### config.mk
export PLATFORM = sky130hd
export DESIGN_NAME = serv_dbus_ctrl
export DESIGN_NICKNAME = d
export VERILOG_FILES = /design/src/rtl/serv_dbus_pkg.sv /design/src/rtl/serv_dbus_align.sv /design/src/rtl/serv_dbus_ctrl.sv
export SDC_FILE = /design/constraint.sdc
export NUM_CORES = 1
export LEC_CHECK = 0
export BUFFER_PORTS_ARGS = -buffer_cell sky130_fd_sc_hd__buf_2
export CORE_ASPECT_RATIO = 0.6
export CORE_UTILIZATION = 35
export DETAILED_ROUTE_END_ITERATION = 7
export SLEW_MARGIN = 20
export SYNTH_ARGS = -nofsm -noshare
export SYNTH_HDL_FRONTEND = slang
export SYNTH_SLANG_ARGS = --single-unit
export TNS_END_PERCENT = 50
### constraint.sdc
create_clock -name i_clk -period 5.1 [get_ports i_clk]
set_clock_uncertainty 0.05 [all_clocks]
set_input_delay 0.255 -clock i_clk [delete_from_list [all_inputs] [get_ports i_clk]]
set_output_delay 0.255 -clock i_clk [all_outputs]
set_load 0.05 [all_outputs]
### src/rtl/serv_dbus_pkg.sv
// Shared constants and state encodings for the SERV bit-serial data-bus controller.
package serv_dbus_pkg;

    localparam int unsigned XLEN  = 32;
    localparam int unsigned CNT_W = $clog2(XLEN);

    localparam logic [1:0] SZ_BYTE = 2'b00;
    localparam logic [1:0] SZ_HALF = 2'b01;
    localparam logic [1:0] SZ_WORD = 2'b10;

    typedef logic [1:0] state_t;

    localparam state_t IDLE      = 2'd0;
    localparam state_t SHIFT_IN  = 2'd1;
    localparam state_t REQ       = 2'd2;
    localparam state_t SHIFT_OUT = 2'd3;

endpackage

### src/rtl/serv_dbus_align.sv
// Combinational lane logic: byte enables, store replication, load shift/extend and
// the misalignment flag, all derived from access size, byte offset and signedness.
module serv_dbus_align
    import serv_dbus_pkg::*;
(
    input  logic [1:0]      size_i,
    input  logic [1:0]      lsb_i,
    input  logic            signed_i,
    input  logic [XLEN-1:0] wdata_i,
    input  logic [XLEN-1:0] rdata_i,
    output logic [3:0]      sel_o,
    output logic [XLEN-1:0] dat_o,
    output logic [XLEN-1:0] load_o,
    output logic            misalign_o
);

    logic            is_byte;
    logic            is_half;
    logic [1:0]      lsb_eff;
    logic [XLEN-1:0] rshift;

    assign is_byte = (size_i == SZ_BYTE);
    assign is_half = (size_i == SZ_HALF);

    // Size 2'b11 falls through every byte/half test and behaves as a word.
    assign misalign_o = is_half ? lsb_i[0] : (!is_byte && (lsb_i != 2'b00));

    // Offset bits below the access granule are dropped; this only matters when
    // misaligned accesses are allowed to proceed.
    assign lsb_eff = is_byte ? lsb_i : (is_half ? {lsb_i[1], 1'b0} : 2'b00);
    assign rshift  = rdata_i >> {lsb_eff, 3'b000};

    always_comb begin
        sel_o  = 4'b1111;
        dat_o  = wdata_i;
        load_o = rshift;
        if (is_byte) begin
            sel_o  = 4'b0001 << lsb_eff;
            dat_o  = {4{wdata_i[7:0]}};
            load_o = {{24{signed_i & rshift[7]}}, rshift[7:0]};
        end else if (is_half) begin
            sel_o  = lsb_eff[1] ? 4'b1100 : 4'b0011;
            dat_o  = {2{wdata_i[15:0]}};
            load_o = {{16{signed_i & rshift[15]}}, rshift[15:0]};
        end
    end

endmodule

### src/rtl/serv_dbus_ctrl.sv
// Bit-serial data-bus controller: deserialises store data, runs one bus transaction
// per memory instruction and serialises aligned/extended load data back out LSB first.
module serv_dbus_ctrl
    import serv_dbus_pkg::*;
#(
    parameter int unsigned W             = 1,
    parameter bit          MISALIGN_TRAP = 1'b1
) (
    input  logic            i_clk,
    input  logic            i_rst,
    input  logic            i_start,
    input  logic            i_we,
    input  logic [1:0]      i_size,
    input  logic            i_signed,
    input  logic [1:0]      i_lsb,
    input  logic [XLEN-1:0] i_adr,
    input  logic [W-1:0]    i_rs2,
    output logic [W-1:0]    o_rd,
    output logic            o_rd_valid,
    output logic [XLEN-1:0] o_dbus_adr,
    output logic [XLEN-1:0] o_dbus_dat,
    output logic [3:0]      o_dbus_sel,
    output logic            o_dbus_we,
    output logic            o_dbus_cyc,
    input  logic [XLEN-1:0] i_dbus_rdt,
    input  logic            i_dbus_ack,
    output logic            o_busy,
    output logic            o_done,
    output logic            o_misalign
);

    if (W != 1) begin : g_w_check
        $error("serv_dbus_ctrl: only W=1 is supported");
    end

    state_t           state_q, state_d;
    logic [CNT_W-1:0] cnt_q, cnt_d;
    logic [XLEN-1:0]  shreg_q, shreg_d;
    logic             we_q, we_d;
    logic [1:0]       size_q, size_d;
    logic             signed_q, signed_d;
    logic [1:0]       lsb_q, lsb_d;
    logic [XLEN-1:2]  adr_q, adr_d;
    logic             done_q, done_d;
    logic             misalign_q, misalign_d;

    logic             in_idle;
    logic             in_req;
    logic [1:0]       al_size;
    logic [1:0]       al_lsb;
    logic [3:0]       al_sel;
    logic [XLEN-1:0]  al_dat;
    logic [XLEN-1:0]  al_load;
    logic             al_misalign;
    logic             unused_adr;

    assign in_idle    = (state_q == IDLE);
    assign in_req     = (state_q == REQ);
    assign unused_adr = ^i_adr[1:0];

    // While idle the aligner judges the incoming request; afterwards the latched one.
    assign al_size = in_idle ? i_size : size_q;
    assign al_lsb  = in_idle ? i_lsb  : lsb_q;

    serv_dbus_align u_align (
        .size_i     (al_size),
        .lsb_i      (al_lsb),
        .signed_i   (signed_q),
        .wdata_i    (shreg_q),
        .rdata_i    (i_dbus_rdt),
        .sel_o      (al_sel),
        .dat_o      (al_dat),
        .load_o     (al_load),
        .misalign_o (al_misalign)
    );

    always_comb begin
        state_d    = state_q;
        cnt_d      = cnt_q;
        shreg_d    = shreg_q;
        we_d       = we_q;
        size_d     = size_q;
        signed_d   = signed_q;
        lsb_d      = lsb_q;
        adr_d      = adr_q;
        done_d     = 1'b0;
        misalign_d = 1'b0;
        case (state_q)
            IDLE: begin
                if (i_start) begin
                    we_d     = i_we;
                    size_d   = i_size;
                    signed_d = i_signed;
                    lsb_d    = i_lsb;
                    adr_d    = i_adr[XLEN-1:2];
                    cnt_d    = '0;
                    if (MISALIGN_TRAP && al_misalign) begin
                        misalign_d = 1'b1;
                    end else if (i_we) begin
                        state_d = SHIFT_IN;
                    end else begin
                        state_d = REQ;
                    end
                end
            end
            SHIFT_IN: begin
                shreg_d = {i_rs2[0], shreg_q[XLEN-1:1]};
                cnt_d   = cnt_q + 1'b1;
                if (cnt_q == CNT_W'(XLEN - 1)) begin
                    state_d = REQ;
                end
            end
            REQ: begin
                if (i_dbus_ack) begin
                    if (we_q) begin
                        done_d  = 1'b1;
                        state_d = IDLE;
                    end else begin
                        shreg_d = al_load;
                        state_d = SHIFT_OUT;
                    end
                end
            end
            SHIFT_OUT: begin
                shreg_d = {1'b0, shreg_q[XLEN-1:1]};
                cnt_d   = cnt_q + 1'b1;
                if (cnt_q == CNT_W'(XLEN - 1)) begin
                    done_d  = 1'b1;
                    state_d = IDLE;
                end
            end
            default: state_d = IDLE;
        endcase
    end

    always_ff @(posedge i_clk) begin
        if (i_rst) begin
            state_q    <= IDLE;
            cnt_q      <= '0;
            shreg_q    <= '0;
            we_q       <= 1'b0;
            size_q     <= SZ_BYTE;
            signed_q   <= 1'b0;
            lsb_q      <= 2'b00;
            adr_q      <= '0;
            done_q     <= 1'b0;
            misalign_q <= 1'b0;
        end else begin
            state_q    <= state_d;
            cnt_q      <= cnt_d;
            shreg_q    <= shreg_d;
            we_q       <= we_d;
            size_q     <= size_d;
            signed_q   <= signed_d;
            lsb_q      <= lsb_d;
            adr_q      <= adr_d;
            done_q     <= done_d;
            misalign_q <= misalign_d;
        end
    end

    assign o_rd_valid = (state_q == SHIFT_OUT);
    assign o_rd       = o_rd_valid & shreg_q[0];
    assign o_dbus_adr = {adr_q, 2'b00};
    assign o_dbus_cyc = in_req;
    assign o_dbus_we  = in_req & we_q;
    assign o_dbus_sel = in_req ? al_sel : 4'b0000;
    assign o_dbus_dat = in_req ? al_dat : '0;
    assign o_busy     = !in_idle;
    assign o_done     = done_q;
    assign o_misalign = misalign_q;

endmodule

==> reports/qor.yml <==
outcome: "finished, final reports clean"
total_power_mw: 2.271
hp-class: "input port to flop"
synth_cell_type_count: 62
worstPathArrival_ns: 3.50
cp.required_ns: 4.80
p_leak_nw: 2.336
synth_top_area_share_pct: 34.53
ys_ff_latch: 77
clockBufferDepth: 2
cts_tree: "done"
yosysWarnings: 0
drive_above_1_share_pct: 28.99
fin_util_pct: 45.25
synth-seq-area-share_pct: 34.53
drv_slew: 0
start_util_pct: 36.42
routedWlPerCell_um: 18.58
fin_crit_ns: 3.805
cts_root_buffer: "clkbuf_16"
htreeDepth: 3
post-synth-top-count-cell: "nand2_1"
io_buffers: 145
syn_area_um2: 4464
cts_buffers: 9
fp.coreArea_um2: 12260
die_area_um2: 13230
synthesis.instances: 590
grt_max_degree: 56
finalNetCount: 786
ios: 150
yosys.area.top_type: "dfxtp_1"
path_max_fanout: 49
diodes: 0
maxSlewHeadroom_pct: 40.70
rows: 31
ir_drop_mv: 0.1988
post_cts_buffers: 0
gp_congestion: 0.9099
hold_viol: 0
clk-insertion-delay-late_ns: 0.34
p_per_area_nw_per_um2: 409.5
post_cts_resized: 0
min_period_over_period_pct: 74.61
grt_pass1_wl_um: 24920
wl_um: 16330
antenna_found_initial: 0
ys.flop_type: "dfxtp_1"
setup_tns_ns: 0
synth_edf_count: 0
setup_viol: 0
grtUsageTotal_pct: 24.50
grt.overflow.total: 0
rsz0062_at_grt: "false"
cap_violations: 0
tightestPinTransition_ns: 0.8895
clk_pin_slew_ns: 0.06
drc: 0
start_kind: "flop"
end_kind: "primary output"
grt_pass1_vias: 4458
synthTopCellsByCount: "nand2_1, a21oi_1, dfxtp_1"
antenna_left: 0
drtPass1Iterations: 5
cts_sinks: 77
via_count: 4948
synth_area_per_cell_um2: 7.567
criticalPathCategory: "flop to primary output"
fp.dieH_um: 89.48
cts_hold_buffers: 0
drtIter0Drc: 417
dpl-instance-area_um2: 5278
ys_top_cells_by_area: "dfxtp_1, nand2_1, a21oi_1, nor2_1, a211oi_1"
dp_hpwl_um: 11750
area_growth_syn_to_layout_pct: 24.24
via_per_inst: 5.629
synth-async-reset-ratio_pct: 0
fillers: 1295
fin_area_um2: 5547
die_x_um: 147.8
max_clock_freq_mhz: 262.8
==> layer usage <==
layer / vias up / global-route usage [%] / part of all wire [%]
met5: - / 0 / 0
met4: 0 / 4.592 / 0.69
met3: 12 / 5.561 / 11
met2: 257 / 33.96 / 39
met1: 2335 / 37.77 / 49
li1: 2344 / - / -
==> cells by family after synthesis <==
logic type	synth area share [%]
xor gates and xnor gates	0.1962
other	0.08400
AOI/OAI and AO/OA	33.77
and+or+nand+nor	21.83
adders and majority gates	0.5604
DFF	34.53
muxes	2.999
buffers and inverters	6.026
==> cell type report <==
type / count / area (um^2) / share of cell area, %
Sequential cell: 77 / 1541 / 27.79
Tap cell: 165 / 206.4 / 3.722
Inverter: 12 / 45.04 / 0.8121
Timing Repair Buffer: 157 / 823.3 / 14.84
Multi-Input combinational cell: 452 / 2661 / 47.98
Clock inverter: 5 / 36.28 / 0.6542
Clock buffer: 11 / 232.7 / 4.196
==> worst max-delay path, stage by stage (launching register included) <==
cell and delay, ns:
dfxtp_1 0.65, buf_4 0.35, nand2b_1 0.14, buf_4 0.47, clkinv_1 0.84, o21ai_0 0.37
nor2_1 0.09, buf_2 0.22
==> path summary, 6_finish.rpt <==
path | depth (start not counted) | slack (ns) | from | to
max | 7 | 1.29 | state_q[0] | o_dbus_dat[15]
min reg2reg | 2 | 0.40 | adr_q[21] | adr_q[21]
min | 3 | 0.10 | i_adr[30] | adr_q[30]
max reg2reg | 8 | 1.53 | state_q[0] | shreg_q[3]
==> sequential cells by signal (all words and copies together), names as in the netlist <==
signal / flops
shreg_q: 32
o_misalign: 1
we_q: 1
state_q: 2
adr_q: 30
cnt_q: 5
lsb_q: 2
o_done: 1
signed_q: 1
size_q: 2
==> layout by cell type, fill, tap and decap left out, types with 3 or more instances in the layout <==
cell type,n
a211oi_1,26
a211oi_2,7
a21oi_1,82
a221oi_1,8
a22oi_1,5
a31o_2,4
a32oi_1,4
and2_1,11
buf_2,145
buf_4,11
clkbuf_16,9
clkinvlp_4,3
dfxtp_1,77
inv_1,10
mux2_2,3
mux2i_1,9
nand2_1,121
nor2_1,54
nor2b_1,3
nor3_1,10
o211ai_1,13
o21ai_0,28
o22ai_1,11
o31ai_1,7
==> where the power goes <==
group	total, mW	switching [mW]	internal (mW)
combinational	0.908	0.650	0.258
clock	0.596	0.265	0.331
sequential	0.767	0.0860	0.681
total	2.27	1.00	1.27
==> metrics by stage <==
stage | hold slack (ns) | setup slack, ns | cells
2_1_floorplan | 0.3410 | 2.127 | 591
3_3_place_gp | 0.3902 | 1.693 | 862
3_5_place_dp | 0.3972 | 1.639 | 863
4_1_cts | 0.09647 | 1.367 | 879
5_1_grt | 0.1096 | 1.112 | 879
6_report | 0.1038 | 1.295 | 879
Note: power is estimated with default switching activity, not from simulation.
